### config.mk
export PLATFORM = sky130hd
export DESIGN_NAME = instr_encoder
export DESIGN_NICKNAME = d
export VERILOG_FILES = /design/src/rtl/instr_encoder.sv
export SDC_FILE = /design/constraint.sdc
export NUM_CORES = 1
export LEC_CHECK = 0
export ABC_AREA = 0
export ABC_CLOCK_PERIOD_IN_PS = 2900
export BUFFER_PORTS_ARGS = -buffer_cell sky130_fd_sc_hd__buf_2
export CORE_ASPECT_RATIO = 0.7
export CORE_MARGIN = 5
export CORE_UTILIZATION = 40
export CTS_BUF_LIST = sky130_fd_sc_hd__clkbuf_8
export DETAILED_ROUTE_END_ITERATION = 16
export PLACE_DENSITY = 0.58
export SLEW_MARGIN = 20
export SYNTH_ARGS = -nofsm -noshare
export SYNTH_HDL_FRONTEND = slang
export SYNTH_SLANG_ARGS = --single-unit
export TNS_END_PERCENT = 50
### constraint.sdc
create_clock -name clk -period 2.9 [get_ports clk]
set_input_delay 0.145 -clock clk [delete_from_list [all_inputs] [get_ports clk]]
set_output_delay 0.145 -clock clk [all_outputs]
set_load 0.05 [all_outputs]
### src/rtl/instr_encoder.sv
// instr_encoder: turns decoded instruction fields into 32-bit instruction
// words (opcode in [31:26]), queues them in a small FIFO and drains the FIFO
// into instruction memory through a write port with an auto-incrementing
// address. Program-loader side of the Harvard instruction path.
module instr_encoder #(
  parameter int DEPTH = 4,
  parameter int AW    = 8
) (
  input  logic          clk,
  input  logic          rst_n,
  input  logic          in_valid,
  output logic          in_ready,
  input  logic [5:0]    in_opcode,
  input  logic [4:0]    in_rd2,
  input  logic [4:0]    in_rd1,
  input  logic [4:0]    in_rs2,
  input  logic [4:0]    in_rs1,
  input  logic [15:0]   in_imm,
  input  logic [7:0]    in_addr,
  input  logic          base_load,
  input  logic [AW-1:0] base_addr,
  input  logic          imem_ready,
  output logic          imem_we,
  output logic [AW-1:0] imem_addr,
  output logic [31:0]   imem_wdata,
  output logic          illegal,
  output logic          busy,
  output logic [15:0]   wr_count
);

  localparam int PW = (DEPTH > 1) ? $clog2(DEPTH) : 1;
  localparam int CW = PW + 1;
  localparam logic [CW-1:0] FULL_CNT = CW'(DEPTH);

  // Returns {legal, word}; opcodes above 0x10 are rejected with a zero word.
  function automatic logic [32:0] encode_word(
    input logic [5:0]  op,
    input logic [4:0]  rd2,
    input logic [4:0]  rd1,
    input logic [4:0]  rs2,
    input logic [4:0]  rs1,
    input logic [15:0] imm,
    input logic [7:0]  daddr
  );
    logic [31:0] w;
    logic        ok;
    w  = {op, 26'h0000000};
    ok = 1'b1;
    case (op) inside
      6'h00:         w[25:0] = {rd2, 5'h00, imm};
      6'h01:         w[25:0] = {rd2, 16'h0000, rs2};
      6'h02:         w[25:0] = {rd2, 13'h0000, daddr};
      6'h03:         w[25:0] = {daddr, 13'h0000, rs2};
      [6'h04:6'h10]: w[25:0] = {rd2, rd1, 6'h00, rs2, rs1};
      default: begin
        w  = 32'h0000_0000;
        ok = 1'b0;
      end
    endcase
    return {ok, w};
  endfunction

  logic [31:0]   mem_r [DEPTH];
  logic [PW-1:0] rd_ptr_r;
  logic [PW-1:0] wr_ptr_r;
  logic [CW-1:0] count_r;
  logic [AW-1:0] addr_r;
  logic [15:0]   wr_count_r;
  logic          illegal_r;

  logic [32:0]   enc_s;
  logic          legal_s;
  logic          full_s;
  logic          busy_s;
  logic          accept_s;
  logic          push_s;
  logic          pop_s;

  // Encoding and handshake decode; in_ready depends on occupancy only.
  always_comb begin
    enc_s    = encode_word(in_opcode, in_rd2, in_rd1, in_rs2, in_rs1, in_imm, in_addr);
    legal_s  = enc_s[32];
    full_s   = (count_r == FULL_CNT);
    busy_s   = (count_r != {CW{1'b0}});
    accept_s = in_valid && !full_s;
    push_s   = accept_s && legal_s;
    pop_s    = busy_s && imem_ready;
  end

  // FIFO storage; contents are only visible through the busy-gated head.
  always_ff @(posedge clk) begin
    if (push_s) begin
      mem_r[wr_ptr_r] <= enc_s[31:0];
    end else begin
      mem_r[wr_ptr_r] <= mem_r[wr_ptr_r];
    end
  end

  // FIFO pointers and occupancy.
  always_ff @(posedge clk or negedge rst_n) begin
    if (!rst_n) begin
      rd_ptr_r <= {PW{1'b0}};
      wr_ptr_r <= {PW{1'b0}};
      count_r  <= {CW{1'b0}};
    end else begin
      if (push_s) wr_ptr_r <= wr_ptr_r + 1'b1;
      if (pop_s)  rd_ptr_r <= rd_ptr_r + 1'b1;
      case ({push_s, pop_s})
        2'b10:   count_r <= count_r + 1'b1;
        2'b01:   count_r <= count_r - 1'b1;
        default: count_r <= count_r;
      endcase
    end
  end

  // Write address: base_load only while idle, otherwise advance per write.
  always_ff @(posedge clk or negedge rst_n) begin
    if (!rst_n) begin
      addr_r <= {AW{1'b0}};
    end else if (base_load && !busy_s) begin
      addr_r <= base_addr;
    end else if (pop_s) begin
      addr_r <= addr_r + 1'b1;
    end else begin
      addr_r <= addr_r;
    end
  end

  // Saturating write counter and one-cycle illegal-opcode pulse.
  always_ff @(posedge clk or negedge rst_n) begin
    if (!rst_n) begin
      wr_count_r <= 16'h0000;
      illegal_r  <= 1'b0;
    end else begin
      illegal_r <= accept_s && !legal_s;
      if (pop_s && (wr_count_r != 16'hFFFF)) begin
        wr_count_r <= wr_count_r + 16'h0001;
      end else begin
        wr_count_r <= wr_count_r;
      end
    end
  end

  assign in_ready   = !full_s;
  assign busy       = busy_s;
  assign imem_we    = busy_s;
  assign imem_addr  = addr_r;
  assign imem_wdata = busy_s ? mem_r[rd_ptr_r] : 32'h0000_0000;
  assign illegal    = illegal_r;
  assign wr_count   = wr_count_r;

endmodule

==> run_results.csv <==
group,metric,value,unit
outcome,outcome,"finished clean",
global_route,grt_max_degree,38,
critical_path,cp-endpoint,"imem_wdata[0]",
power_and_ir_drop,ir_drop,0.578,mV
clocking,clockBufferDepth,2,
synth,ys.flop_type,"edfxtp_1",
die,io_pins,123,
power_and_ir_drop,p_leak,3.26,nW
power_and_ir_drop,p_sw_share,44.2,%
cells_and_area,regArea,0.00465,sq mm
clocking,htreeDepth,4,
clocking,cts_resized,0,
critical_path,cp_max_fo,34,
sta,fin_ws,0.624,ns
cells_and_area,stdcell_count,839,
power_and_ir_drop,p_int,0.00465,W
clocking,clk_latency,0.46,ns
sta,grt_setup_unrepaired,"false",
placement,port_buffers,122,
detailed_routing,wl_met1,7.42,mm
critical_path,arrival,2.13,ns
synth,ys_seq_elements,160,
critical_path,r2r_end,"count_r[2]$_DFFE_PN0P_",
power_and_ir_drop,seqPwrFrac,35.4,%
clocking,postCtsSetupRepairBufs,0,
sta,period_share,78.5,%
detailed_routing,wire_per_inst,19.5,um
clocking,clkTransAtPathRegs,0.10,ns
sta,post-route-min-period,2.28,ns
critical_path,worstPathRequired,2.76,ns
synth,ys_types,54,
die,start_util,40.8,%
synth,synth_area_per_cell,15.8,sq um
power_and_ir_drop,comb_power_share,45.0,%
die,die_area,0.0203,sq mm
sta,max_slew_margin,51.7,%
sta,drv_slew,0,
sta,fmax,0.439,GHz
synth,synthCells,444,
placement,pre_cts_ws,0.409,ns
sta,worstMarginPinSlew,0.725,ns
placement,place.gp.congestion,0.763,
sta,clock_skew,0.0135,ns
detailed_routing,drc,0,
synth,synth_edf_count,128,
die,die_w,168,um
critical_path,crit_path_end_kind,"primary output",
global_route,grt_first_pass_wirelength,25.3,mm
detailed_routing,antenna_left,0,
detailed_routing,wl_met2,7.64,mm
global_route,first_global_vias,4461,
placement,dp_hpwl,11.2,mm
synth,yosysSeqAreaShare,66.2,%
global_route,overflow,0,
clocking,holdBufCountCts,12,
run,drv_cap,0,
sta,finalSetupViolations,0,
detailed_routing,viasPerCell,5.15,
critical_path,slowest_delay,0.60,ns
sta,finalHoldViolCount,0,
clocking,root_buffer,"clkbuf_8",
global_route,antenna_found_initial,1,
critical_path,worst_setup_path_start_kind,"flop",
critical_path,startpoint,"rd_ptr_r[0]$_DFFE_PN0P_",
detailed_routing,top_layer_used,"met4",
detailed_routing,vias,4323,
cells_and_area,fillers,1548,
hold_path,min_path_type,"in2reg",
die,die_h,121,um
synth,synth-async-reset-ratio,20.0,%
die,row_count,40,
cells_and_area,fin_util,49.6,%
synth,syn_area,0.00702,sq mm
power_and_ir_drop,clkPwrFrac,19.6,%
detailed_routing,drt-total-wl,16.4,mm
detailed_routing,firstDrtPassIters,4,
detailed_routing,drtIter0Drc,347,
cells_and_area,drive_above_1_share,36.0,%
detailed_routing,route.met3.wl,1.17,mm
critical_path,reg2reg_depth,10,
sta,setup_tns,0,ns
clocking,cts_tree,"yes",
die,core-area,0.0172,sq mm
cells_and_area,multi_input_area,0.00227,sq mm
critical_path,r2r_setup_slack,0.71,ns
clocking,cts.sinks,160,
cells_and_area,final_nets,666,
synth,ys_warn_count,0,
power_and_ir_drop,switchingPower,0.00368,W
critical_path,cp_slowest_cell,"mux4_2",
cells_and_area,antennaDiodeCount,0,
clocking,cts_buffers,17,
power_and_ir_drop,powerDensity,976,mW/mm^2
critical_path,crit_chain,"buf_12 -> mux4_2 -> and2_1 -> buf_2",
placement,placed_cells,795,
global_route,grtUsageTotal,16.5,%
cells_and_area,area_growth_syn_to_layout,21.7,%
critical_path,path_class,"reg2out",
critical_path,r2r-start,"count_r[1]$_DFFE_PN0P_",
## metal layers
| layer | global-route usage (%) | vias up |
|---|---|---|
| met5 | 0 | - |
| met4 | 4.87 | 0 |
| met3 | 4.31 | 14 |
| met2 | 25.2 | 132 |
| met1 | 23.3 | 2155 |
| li1 | - | 2022 |
## layout by cell type, fill, tap and decap left out, types with 4 or more instances in the layout
cell / n
inv_1: 9
edfxtp_1: 128
ha_1: 7
mux2_2: 4
mux4_2: 32
clkbuf_8: 17
xor2_1: 8
buf_2: 122
nor3_1: 4
buf_12: 6
buf_4: 7
nor4_1: 4
inv_6: 6
nand2_1: 15
nor2_1: 26
inv_8: 4
a22oi_1: 5
conb_1: 4
nand4_1: 7
and2_2: 6
xnor2_1: 11
mux2i_1: 6
a22o_1: 10
dfrtp_1: 31
nand3_1: 6
dlygate4sd3_1: 12
a21oi_1: 11
and2_1: 45
nand2b_1: 5
o22ai_1: 6
## power groups by stage
stage / clock (W) / sequential (W) / combinational [W]
CTS: 0.00169 / 0.00295 / 0.00381
detailed placement: 0 / 0.00300 / 0.00379
finish: 0.00164 / 0.00295 / 0.00375
global placement: 0 / 0.00298 / 0.00376
global route: 0.00181 / 0.00298 / 0.00399
floorplan: 0 / 0.00332 / 0.00253
## kinds of logic after synthesis
family | after synthesis | share of synthesized area (%)
AO/OA/AOI/OAI | 48 | 5.10
XOR/XNOR | 19 | 2.37
adder cells (fa/ha/maj) | 8 | 1.53
buffers and inverters | 27 | 1.71
flip-flops | 160 | 66.2
multiplexers | 43 | 11.9
other | 1 | 0.0534
AND/OR/NAND/NOR | 138 | 11.1
## cells in the mapped netlist (4+ instances only)
master    number  share of area [%]
mux2i_1        6               0.86
clkbuf_1      10               0.54
and2_1        49                4.4
xnor2_1       11                1.4
nand2b_1       5               0.45
nor2_1        26                1.4
ha_1           7                1.2
nand3_1        6               0.43
nor4_1         4               0.36
nor3_1         4               0.29
a22oi_1        5               0.54
dfrtp_1       32                 11
mux2_2         4               0.64
inv_1          9               0.48
xor2_1         8                1.0
nand2_1       15               0.80
nand4_1        7               0.62
mux4_2        32                 10
buf_2          6               0.43
edfxtp_1     128                 55
a21oi_1       11               0.78
a22o_1        10                1.2
o22ai_1        6               0.54
## registers in the layout, summed over array words and instances, names as in the netlist
signal and flops:
count_r 3, illegal 1, imem_addr 8, mem_r 128
rd_ptr_r 2, wr_count 16, wr_ptr_r 2
## critical path, delay by kind of cell, from the launching register on
| kind | cells | cell delay [ns] |
|---|---|---|
| multiplexers | 1 | 0.60 |
| buffers and inverters | 2 | 0.46 |
| flip-flops | 1 | 0.38 |
| AND/OR/NAND/NOR | 1 | 0.18 |
## stage by stage
stage               hold WS, ns  cell area (sq um)  total power (W)
floorplan                -0.151               7030          0.00584
CTS                     0.00732               8540          0.00845
detailed placement        0.249               8020          0.00679
finish                   0.0392               8540          0.00834
global route             0.0144               8540          0.00878
global placement          0.252               8020          0.00675
## how the worst min path moves through the flow
stage | start | endpoint | slack [ns] | depth (start not counted)
after floorplan | rst_n | count_r[0]$_DFFE_PN0P_ | -0.15 | 0
after global placement | rst_n | wr_count[9]$_DFFE_PN0P_ | 0.25 | 1
after detailed placement | rst_n | wr_count[11]$_DFFE_PN0P_ | 0.25 | 1
after CTS | in_imm[11] | mem_r[1][11]$_DFFE_PP_ | 0.007 | 2
after global routing | in_imm[11] | mem_r[1][11]$_DFFE_PP_ | 0.01 | 2
final | in_imm[14] | mem_r[1][14]$_DFFE_PP_ | 0.04 | 2
## layout make-up
| class | instances | area share (%) |
|---|---|---|
| Inverter | 9 | 0.396 |
| Clock buffer | 17 | 2.74 |
| Tap cell | 231 | 3.38 |
| Multi-Input combinational cell | 260 | 26.6 |
| Timing Repair Buffer | 147 | 10.6 |
| Clock inverter | 15 | 1.95 |
| Sequential cell | 160 | 54.4 |
(Power assumes the default switching activity.)
